--- config.mk ---
export PLATFORM = sky130hd
export DESIGN_NAME = ucsbece154_mem_arbiter
export DESIGN_NICKNAME = d
export VERILOG_FILES = /design/src/rtl/ucsbece154_mem_pkg.sv /design/src/rtl/ucsbece154_rr_arb2.sv /design/src/rtl/ucsbece154_mem_arbiter.sv
export SDC_FILE = /design/constraint.sdc
export NUM_CORES = 1
export LEC_CHECK = 0
export ABC_CLOCK_PERIOD_IN_PS = 3550
export CAP_MARGIN = 10
export CORE_MARGIN = 10
export CORE_UTILIZATION = 36
export DETAILED_ROUTE_END_ITERATION = 7
export PLACE_DENSITY = 0.9
export SYNTH_ARGS = -nofsm -noshare
export SYNTH_HDL_FRONTEND = slang
export SYNTH_HIERARCHICAL = 1
export SYNTH_SLANG_ARGS = --single-unit
--- constraint.sdc ---
create_clock -name clk -period 3.55 [get_ports clk]
set_input_delay 0.71 -clock clk [delete_from_list [all_inputs] [get_ports clk]]
set_output_delay 0.71 -clock clk [all_outputs]
set_load 0.02 [all_outputs]
--- src/rtl/ucsbece154_mem_pkg.sv ---
// Shared definitions for the main-memory arbiter, the caches and the memory model.
// Holds the default burst length, the arbiter state encoding and the
// block-alignment helper used when forwarding a miss address.
package ucsbece154_mem_pkg;

    // Words per burst; the caches and the memory model use the same value.
    localparam int BLOCK_WORDS_DEFAULT = 4;

    typedef enum logic [1:0] {
        IDLE  = 2'b00,
        ISSUE = 2'b01,
        WAIT  = 2'b10,
        BURST = 2'b11
    } arb_state_t;

    // Clear the byte-offset bits of an address so it points at the start of its block.
    function automatic logic [31:0] block_align(input logic [31:0] addr, input int offset_bits);
        logic [31:0] mask;
        mask = ~((32'd1 << offset_bits) - 32'd1);
        return addr & mask;
    endfunction

endpackage

--- src/rtl/ucsbece154_rr_arb2.sv ---
// Two-way round-robin pick. A lone requester always wins; on a tie the
// requester that was not served last time wins. Purely combinational; the
// caller owns the last-grant pointer.
module ucsbece154_rr_arb2 (
    input  logic [1:0] req_i,
    input  logic       last_grant_i,
    output logic [1:0] grant_o
);

    // One-hot winner selection from the request vector and the pointer.
    always_comb begin
        grant_o = 2'b00;
        if (req_i == 2'b11) begin
            grant_o = last_grant_i ? 2'b01 : 2'b10;
        end else begin
            grant_o = req_i;
        end
    end

endmodule

--- src/rtl/ucsbece154_mem_arbiter.sv ---
// Arbiter and burst sequencer for the shared burst-read main-memory port.
// Requester 0 is the icache refill path, requester 1 the dcache refill path.
// One ReadRequest is issued per grant and the returned burst is steered to
// the granted requester with a beat index and a last-beat done pulse.
module ucsbece154_mem_arbiter
    import ucsbece154_mem_pkg::*;
#(
    parameter int BLOCK_WORDS = BLOCK_WORDS_DEFAULT,
    parameter int OFFSET_BITS = $clog2(BLOCK_WORDS) + 2
) (
    input  logic                           clk,
    input  logic                           reset,
    input  logic [1:0]                     req_i,
    input  logic [31:0]                    addr0_i,
    input  logic [31:0]                    addr1_i,
    output logic [1:0]                     grant_o,
    output logic [31:0]                    rdata_o,
    output logic [1:0]                     rvalid_o,
    output logic [$clog2(BLOCK_WORDS)-1:0] rbeat_o,
    output logic [1:0]                     done_o,
    output logic                           mem_ReadRequest_o,
    output logic [31:0]                    mem_ReadAddress_o,
    input  logic [31:0]                    mem_DataIn_i,
    input  logic                           mem_DataReady_i
);

    localparam int BEAT_W = $clog2(BLOCK_WORDS);
    localparam logic [BEAT_W-1:0] LAST_BEAT = BEAT_W'(BLOCK_WORDS - 1);

    arb_state_t        state_reg;
    logic [1:0]        grant_reg;
    logic              last_grant_reg;
    logic [31:0]       addr_q;
    logic              mem_req_reg;
    logic [BEAT_W-1:0] beat_reg;

    logic [1:0]        pick;
    logic [31:0]       sel_addr;
    logic              beat_fire;
    logic              last_fire;

    ucsbece154_rr_arb2 u_rr_arb2 (
        .req_i        (req_i),
        .last_grant_i (last_grant_reg),
        .grant_o      (pick)
    );

    assign sel_addr = pick[1] ? addr1_i : addr0_i;

    // A beat is delivered in WAIT or BURST whenever the memory presents data;
    // WAIT and BURST behave identically on a data cycle.
    assign beat_fire = ((state_reg == WAIT) || (state_reg == BURST)) && mem_DataReady_i;
    assign last_fire = beat_fire && (beat_reg == LAST_BEAT);

    // Per-requester steering of the beat-valid and done strobes.
    genvar gi;
    generate
        for (gi = 0; gi < 2; gi++) begin : g_route
            assign rvalid_o[gi] = beat_fire & grant_reg[gi];
            assign done_o[gi]   = last_fire & grant_reg[gi];
        end
    endgenerate

    // Shared data bus is zero outside valid beats so requesters never see X.
    assign rdata_o           = beat_fire ? mem_DataIn_i : 32'd0;
    assign rbeat_o           = beat_reg;
    assign grant_o           = grant_reg;
    assign mem_ReadRequest_o = mem_req_reg;
    // addr_q is only reloaded on a new grant, so it holds through the whole
    // transaction and afterwards; it is zero only after reset.
    assign mem_ReadAddress_o = addr_q;

    // Arbitration / issue / burst-tracking state machine with registered outputs.
    always_ff @(posedge clk) begin
        if (reset) begin
            state_reg      <= IDLE;
            grant_reg      <= 2'b00;
            last_grant_reg <= 1'b1;
            addr_q         <= 32'd0;
            mem_req_reg    <= 1'b0;
            beat_reg       <= '0;
        end else begin
            case (state_reg)
                IDLE: begin
                    if (|req_i) begin
                        // Request and address are registered together so the
                        // memory sees both in the ISSUE cycle.
                        grant_reg      <= pick;
                        last_grant_reg <= pick[1];
                        addr_q         <= block_align(sel_addr, OFFSET_BITS);
                        mem_req_reg    <= 1'b1;
                        state_reg      <= ISSUE;
                    end
                end
                ISSUE: begin
                    mem_req_reg <= 1'b0;
                    state_reg   <= WAIT;
                end
                WAIT, BURST: begin
                    // A missing DataReady mid-burst simply holds the counter.
                    if (mem_DataReady_i) begin
                        if (beat_reg == LAST_BEAT) begin
                            beat_reg  <= '0;
                            grant_reg <= 2'b00;
                            state_reg <= IDLE;
                        end else begin
                            beat_reg  <= beat_reg + BEAT_W'(1);
                            state_reg <= BURST;
                        end
                    end
                end
                default: begin
                    state_reg <= IDLE;
                end
            endcase
        end
    end

endmodule

==> results.json, run 1 <==
{
  "status": "finished clean",
  "portBuffers": 161,
  "grt_use_met3": 0.06046,
  "p_leak_nw": 1.479,
  "drv_cap": 0,
  "power.density_mw_per_mm2": 359.7,
  "drt_first_pass_iters": 4,
  "p_sw_mw": 0.4532,
  "fp.dieH_microns": 97.09,
  "reg2reg_to": "mem_ReadAddress_o[15]",
  "grt_start_max_net_pins": 61,
  "cp-start-kind": "input port",
  "hold_viol": 0,
  "endpoint": "rdata_o[9]",
  "rows": 28,
  "grt_busiest_layer": "met2",
  "multiInputGateArea_sq_mm": 0.001206,
  "synth_edf_count": 0,
  "grtUsageMet2": 0.2819,
  "route.detailed.wl_per_inst_microns": 18.33,
  "cp_max_fo": 37,
  "vias": 2236,
  "max_freq_mhz": 328.4,
  "fin_util": 0.6450,
  "hp-class": "flop to flop",
  "intPower_mw": 0.9043,
  "endpoint_kind": "output port",
  "finalClockSkew_ps": 5.897,
  "vdd_drop_max_mv": 0.2371,
  "die_area_sq_mm": 0.009426,
  "synth_area_per_cell_sq_um": 9.681,
  "routed_wl_microns": 8066,
  "fin_nets": 466,
  "yosysWarnings": 6,
  "drc": 0,
  "rr_worst_depth": 4,
  "period_minus_slack_ps": 3045,
  "setup_violations": 0,
  "ys_seq_area_frac": 0.3368,
  "async_flop_share": 0,
  "initial_utilization": 0.3657,
  "stdcell_area_sq_mm": 0.003774,
  "place_congestion": 0.7861,
  "grt_pass1_wl_microns": 12430,
  "drt_iter0_markers": 71,
  "grt_pass1_vias": 2259,
  "dp_hpwl_microns": 6267,
  "area_delta_synth_final_pct": 76.37,
  "cp.arrival_ps": 2330,
  "num_io_pins": 174,
  "p_clk_frac": 0.219,
  "cp.required_ps": 2840,
  "core-area_sq_mm": 0.005851,
  "clock_latency_ps": 280,
  "syn-instance-count": 221,
  "grt.overflow.total": 0,
  "fin_worst_hold_slack_ps": 493.4,
  "relSlewSlack": 0.1926,
  "synth_largest_area_cell": "dfxtp_1",
  "syn_area_sq_mm": 0.002140,
  "seq_area_sq_um": 720.7,
  "worst_pin_slew_ps": 1209,
  "cts_max_level": 2,
  "dp.cells": 432,
  "setup_tns_ps": 0,
  "clkSinkCount": 36,
  "clockBufferDepth": 2,
  "r2r_start": "state_reg[1]",
  "grt_usage": 0.1590,
  "cts_resized": 0,
  "synth.distinct_cells": 31,
  "cts_buffers": 5,
  "ys_top_cells_by_count": "36 x and3_1, 36 x dfxtp_1, 29 x mux2i_1",
  "cts_hold_buf": 0,
  "synth_area_leaders": "dfxtp_1 34%, mux2i_1 14%, a21oi_2 11%",
  "power_frac_seq": 0.366,
  "ant_nets": 0,
  "cts_tree": "built",
  "crit_type": "input port to output port",
  "final.fill_count": 473,
  "synth_top_area_frac": 0.3368,
  "comb_power_share": 0.415,
  "period_share": 0.8577,
  "regToRegSetupSlack_ps": 1620,
  "cp-startpoint": "mem_DataReady_i",
  "use_met1": 0.1730,
  "n_antenna_cell": 0,
  "drive_above_1_share": 0.1205,
  "place_area_sq_mm": 0.003681,
  "ys_ff_latch": 36,
  "p_sw_frac": 0.3338,
  "synthFlopType": "dfxtp_1",
  "cts_root_buffer": "clkbuf_8",
  "rsz0062_at_grt": "no",
  "clkTransAtPathRegs_ps": 70,
  "maxSlewViolCount": 0,
  "largest_reg_flops": 28,
  "avgViaCountPerCell": 5.082,
  "die_x_microns": 97.09,
  "post_cts_buffers": 0,
  "grt_antenna_before_repair": 0,
  "fin_cells": 440
}
[worst max-delay path, cell delays in order]
cell	delay [ps]
clkdlybuf4s50_1	470
buf_4	300
and3_1	240
clkdlybuf4s50_1	620
[metrics by stage]
stage | power (mW) | setup WS [ps]
global route | 1.432 | 470.6
floorplan | 0.8290 | 1397
detailed placement | 1.072 | 516.3
CTS | 1.372 | 513.9
global placement | 1.056 | 542.0
finish | 1.357 | 505.2
[per-layer routing]
metal	vias to the layer above	wire length, microns	share of wire
met2	70	4127	0.51
met5	-	0	0
li1	1119	-	-
met3	6	579	0.072
met4	0	53	0.0066
met1	1041	3305	0.41
[logic make-up (layout without fill, tap and decap cells)]
family          after synthesis  after routing  share of synthesized area
buf+inv                      36            177                     0.1099
fa+ha+maj                     1              1                   0.005847
flops                        36             36                     0.3368
mux                          29             29                     0.1357
other cells                   1              4                   0.001753
compound gates               70             70                     0.2772
simple gates                 48             48                     0.1328
[worst min-delay path by stage]
| stage | startpoint | end | cells past startpoint |
|---|---|---|---|
| 6_report | rbeat_o[1] | rbeat_o[1] | 2 |
| 5_1_grt | rbeat_o[1] | rbeat_o[1] | 2 |
| 4_1_cts | rbeat_o[1] | rbeat_o[1] | 2 |
| 3_5_place_dp | rbeat_o[1] | rbeat_o[1] | 2 |
| 3_3_place_gp | rbeat_o[1] | rbeat_o[1] | 2 |
| 2_1_floorplan | last_grant_reg | last_grant_reg | 2 |
[area by class of cell]
type,instances,area share
Clock buffer,6,0.02188
Clock inverter,2,0.002653
Tap cell,75,0.02487
Sequential cell,36,0.1910
Inverter,3,0.002984
Timing Repair Buffer,166,0.4370
Multi-Input combinational cell,152,0.3196
[power by group through the flow]
stage | clock network (mW) | logic (mW) | registers [mW]
final | 0.297 | 0.564 | 0.497
after global routing | 0.324 | 0.604 | 0.504
after CTS | 0.307 | 0.568 | 0.498
after detailed placement | 0 | 0.565 | 0.506
after global placement | 0 | 0.554 | 0.502
after floorplan | 0 | 0.267 | 0.562
[cells in the final DEF, fill, tap and decap left out, drive strengths merged, types with 3 or more instances in the layout]
cell	instances
buf	5
o211ai	3
inv	3
clkbuf	6
nand2	3
nor2	3
a311oi	28
a21oi	32
clkdlybuf4s50	161
mux2i	29
dfxtp	36
conb	4
and3	36
Note: power is estimated with default switching activity, not from simulation.
==> inputs of run 2 (changes only) <==
--- a/config.mk
+++ b/config.mk
@@ -7,7 +7,7 @@
 export LEC_CHECK = 0
 export ABC_CLOCK_PERIOD_IN_PS = 3550
 export CAP_MARGIN = 10
-export CORE_MARGIN = 10
+export CORE_MARGIN = 5
 export CORE_UTILIZATION = 36
 export DETAILED_ROUTE_END_ITERATION = 7
 export PLACE_DENSITY = 0.9
==> results.json, run 2 (same netlist as run 1, synthesis figures left out) <==
{
  "initial_utilization": 0.3657,
  "period_share": 0.8659,
  "worst_pin_slew_ps": 1199,
  "grt_pass1_wl_microns": 10670,
  "crit_type": "flop to output port",
  "grt_start_max_net_pins": 61,
  "cts_resized": 0,
  "die_x_microns": 87.09,
  "die_area_sq_mm": 0.007585,
  "rsz0062_at_grt": "no",
  "core-area_sq_mm": 0.005851,
  "p_leak_nw": 1.477,
  "drt_first_pass_iters": 4,
  "ant_nets": 0,
  "stdcell_area_sq_mm": 0.003779,
  "clockBufferDepth": 2,
  "clkTransAtPathRegs_ps": 70,
  "drc": 0,
  "layout_common_cells": "161 x clkdlybuf4s50_1, 36 x and3_1, 36 x dfxtp_1",
  "rows": 28,
  "cts_max_level": 2,
  "cp-start-kind": "flop",
  "post_cts_buffers": 0,
  "avgViaCountPerCell": 5.039,
  "routed_wl_microns": 7132,
  "area_delta_synth_final_pct": 76.61,
  "hp-class": "flop to flop",
  "route.detailed.wl_per_inst_microns": 16.25,
  "final_common_cell": "clkdlybuf4s50_1",
  "critical_path.max_stage_delay_ps": 950,
  "place_congestion": 0.7175,
  "dp_hpwl_microns": 5428,
  "cp.required_ps": 2840,
  "setup_tns_ps": 0,
  "drive_above_1_share": 0.1181,
  "cp_max_fo": 40,
  "grt_antenna_before_repair": 0,
  "hold_viol": 0,
  "relSlewSlack": 0.2006,
  "endpoint_kind": "output port",
  "largest_reg_flops": 28,
  "fin_nets": 465,
  "finalClockSkew_ps": 6.076,
  "cts_tree": "built",
  "portBuffers": 161,
  "critical_path.slowest_cell": "dfxtp_1",
  "worstPathCellList": "and2_1, and3_1, clkdlybuf4s50_1",
  "post-place-ws_ps": 593.3,
  "clkSinkCount": 36,
  "drt_iter0_markers": 68,
  "grt_usage": 0.1745,
  "grt.overflow.total": 0,
  "final.fill_count": 469,
  "vdd_drop_max_mv": 0.2281,
  "maxSlewViolCount": 0,
  "clock_latency_ps": 280,
  "cts_buffers": 5,
  "n_antenna_cell": 0,
  "num_io_pins": 174,
  "status": "finished clean",
  "drv_cap": 0,
  "place_area_sq_mm": 0.003686,
  "power.density_mw_per_mm2": 357.5,
  "timing.final.ws_setup_ps": 476.0,
  "cts_root_buffer": "clkbuf_8",
  "cts_hold_buf": 0,
  "cp.arrival_ps": 2360,
  "max_freq_mhz": 325.3,
  "period_minus_slack_ps": 3074,
  "setup_violations": 0,
  "fp.dieH_microns": 87.09,
  "grt_pass1_vias": 2048,
  "vias": 2212
}
==> run 2: layer usage <==
layer	global-route usage	wire length [microns]
met1	0.2311	2953
met2	0.2781	3550
met3	0.05866	613
met4	0.03347	15
met5	0	0
==> run 2: where the power goes <==
group          leakage, nW  total (mW)  internal [mW]  switching [mW]
clock               0.0510       0.293          0.155           0.138
sequential           0.299       0.506          0.458          0.0481
combinational         1.13       0.551          0.292           0.259
total                 1.48        1.35          0.905           0.446
==> run 2: final timing paths <==
path / startpoint / end / slack (ps) / cells past startpoint
worst min register to register: rbeat_o[1] / rbeat_o[1] / 500 / 2
worst max register to register: state_reg[1] / mem_ReadAddress_o[7] / 1370 / 3
worst min-delay path: rbeat_o[1] / rbeat_o[1] / 500 / 2
worst max-delay path: state_reg[1] / done_o[0] / 480 / 3
==> run 2: worst max-delay path: cells and delay by family, from the launching register on <==
family        cells  cell delay, ps
flops             1             950
buf+inv           1             610
simple gates      2             520
==> run 2: metrics by stage <==
step	hold WS (ps)	cells	util	total power, mW
2_1_floorplan	478.0	224	-	0.8290
3_3_place_gp	483.5	431	0.6300	1.054
3_5_place_dp	488.1	431	0.6300	1.068
4_1_cts	500.7	439	0.6459	1.369
5_1_grt	522.4	439	0.6459	1.424
6_report	497.7	439	0.6459	1.351
==> run 2: layout make-up <==
class,count,area [sq um],area share
Tap cell,75,93.84,0.02483
Clock inverter,2,10.01,0.002649
Timing Repair Buffer,165,1654,0.4377
Clock buffer,6,82.58,0.02185
Sequential cell,36,720.7,0.1907
Multi-Input combinational cell,152,1206,0.3192
Inverter,3,11.26,0.002980
==> inputs of run 3 (changes only) <==
--- a/config.mk
+++ b/config.mk
@@ -8,9 +8,9 @@
 export ABC_CLOCK_PERIOD_IN_PS = 3550
 export CAP_MARGIN = 10
 export CORE_MARGIN = 5
-export CORE_UTILIZATION = 36
+export CORE_UTILIZATION = 25
 export DETAILED_ROUTE_END_ITERATION = 7
-export PLACE_DENSITY = 0.9
+export PLACE_DENSITY = 0.66
 export SYNTH_ARGS = -nofsm -noshare
 export SYNTH_HDL_FRONTEND = slang
 export SYNTH_HIERARCHICAL = 1
==> results.json, run 3 (same netlist as run 1, synthesis figures left out) <==
{
  "status": "finished clean",
  "drt_iter0_markers": 52,
  "drt_first_pass_iters": 4,
  "clock_latency_ps": 280,
  "die_x_microns": 102.5,
  "cp-start-kind": "input port",
  "period_share": 0.8708,
  "routed_wl_microns": 7245,
  "power_frac_seq": 0.345,
  "critical_path.max_stage_delay_ps": 610,
  "layout_common_cells": "161 x clkdlybuf4s50_1, 36 x and3_1, 36 x dfxtp_1",
  "final_common_cell": "clkdlybuf4s50_1",
  "worstPathCellList": "clkdlybuf4s50_1, and2_1, and3_1, clkdlybuf4s50_1",
  "initial_utilization": 0.2591,
  "hold_viol": 0,
  "area_delta_synth_final_pct": 81.58,
  "reg2reg_to": "mem_ReadAddress_o[26]",
  "cts_tree": "built",
  "core-area_sq_mm": 0.008258,
  "ant_nets": 0,
  "period_minus_slack_ps": 3091,
  "rsz0062_at_grt": "no",
  "dp_hpwl_microns": 5602,
  "cts_resized": 0,
  "p_clk_frac": 0.268,
  "fin_util": 0.4705,
  "cts_max_level": 2,
  "grt_pass1_wl_microns": 11010,
  "comb_power_share": 0.388,
  "fp.dieH_microns": 102.5,
  "vdd_drop_max_mv": 0.1777,
  "grt_start_max_net_pins": 48,
  "path_depth": 4,
  "rows": 33,
  "endpoint_kind": "output port",
  "r2r_start": "state_reg[1]",
  "crit_family": "buffers and inverters",
  "worst_pin_slew_ps": 966.7,
  "total_power_mw": 1.451,
  "avgViaCountPerCell": 4.661,
  "largest_reg_flops": 28,
  "grt_antenna_before_repair": 0,
  "post_cts_buffers": 0,
  "drv_cap": 0,
  "critical_path_buf_inv_count": 2,
  "crit_type": "input port to output port",
  "dp.cells": 464,
  "power.density_mw_per_mm2": 373.4,
  "clockBufferDepth": 2,
  "relSlewSlack": 0.3546,
  "vias": 2200,
  "max_freq_mhz": 323.5,
  "finalClockSkew_ps": 5.110,
  "cp.arrival_ps": 2380,
  "p_sw_frac": 0.3070,
  "post-place-ws_ps": 461.0,
  "setup_violations": 0,
  "hold_depth": 2,
  "cts_root_buffer": "clkbuf_8",
  "fin_nets": 468,
  "timing.final.ws_setup_ps": 458.8,
  "cts_buffers": 5,
  "cp_common_cell": "clkdlybuf4s50_1",
  "fin_cells": 472,
  "maxSlewViolCount": 0,
  "critical_path.slowest_cell": "clkdlybuf4s50_1",
  "hp-start": "mem_ReadRequest_o",
  "setup_tns_ps": 0,
  "route.detailed.wl_per_inst_microns": 15.35,
  "grt_pass1_vias": 2233,
  "p_sw_mw": 0.4454,
  "hp-class": "flop to flop",
  "die_area_sq_mm": 0.01051,
  "drive_above_1_share": 0.1253,
  "regToRegSetupSlack_ps": 1530,
  "grt.overflow.total": 0,
  "clkTransAtPathRegs_ps": 70,
  "rr_worst_depth": 5,
  "cp_max_fo": 7,
  "portBuffers": 161,
  "place_congestion": 0.7458,
  "clkSinkCount": 36,
  "drc": 0,
  "cp.required_ps": 2840,
  "cts_hold_buf": 0,
  "n_antenna_cell": 0,
  "p_leak_nw": 1.510,
  "grt_usage": 0.1286,
  "intPower_mw": 1.005,
  "num_io_pins": 174,
  "holdPathEnd": "mem_ReadRequest_o"
}
==> run 3: how the worst max path moves through the flow <==
stage / start / endpoint / slack (ps)
floorplan: mem_DataReady_i / rdata_o[31] / 1400
global placement: mem_DataReady_i / rdata_o[14] / 450
detailed placement: mem_DataReady_i / done_o[0] / 460
CTS: mem_DataReady_i / done_o[0] / 460
global route: mem_DataReady_i / done_o[1] / 390
finish: mem_DataReady_i / done_o[1] / 460
==> run 3: power by group through the flow <==
stage	Clock (mW)	Sequential, mW	Combinational (mW)
floorplan	0	0.562	0.267
global placement	0	0.508	0.563
detailed placement	0	0.509	0.570
CTS	0.410	0.501	0.571
global route	0.420	0.508	0.607
finish	0.388	0.500	0.562
==> run 3: metal layers <==
metal	part of all wire	up-vias	track usage	routed length (microns)
li1	-	1126	-	-
met1	0.40	990	0.1578	2867
met2	0.51	78	0.2180	3688
met3	0.086	6	0.04533	622
met4	0.0091	0	0.02725	66
met5	0	-	0	0
==> run 3: worst min-delay path, cell delays in order, from the launching register on <==
cell	delay (ps)
dfxtp_1	310
nor2_1	100
a211oi_1	50
==> run 3: through the flow <==
stage / hold slack (ps) / cell area, sq um
floorplan: 478.0 / 2151
global placement: 486.0 / 3759
detailed placement: 487.8 / 3759
CTS: 499.0 / 3885
global route: 523.7 / 3885
finish: 498.7 / 3885
==> run 3: final cells by class <==
class	count	area, sq um
flip-flops and latches	36	720.7
clock inverters	1	30.03
inverters	3	11.26
well taps	105	131.4
repair buffers	168	1689
multi-input cells	152	1206
fillers	801	4373
clock buffers	7	96.34
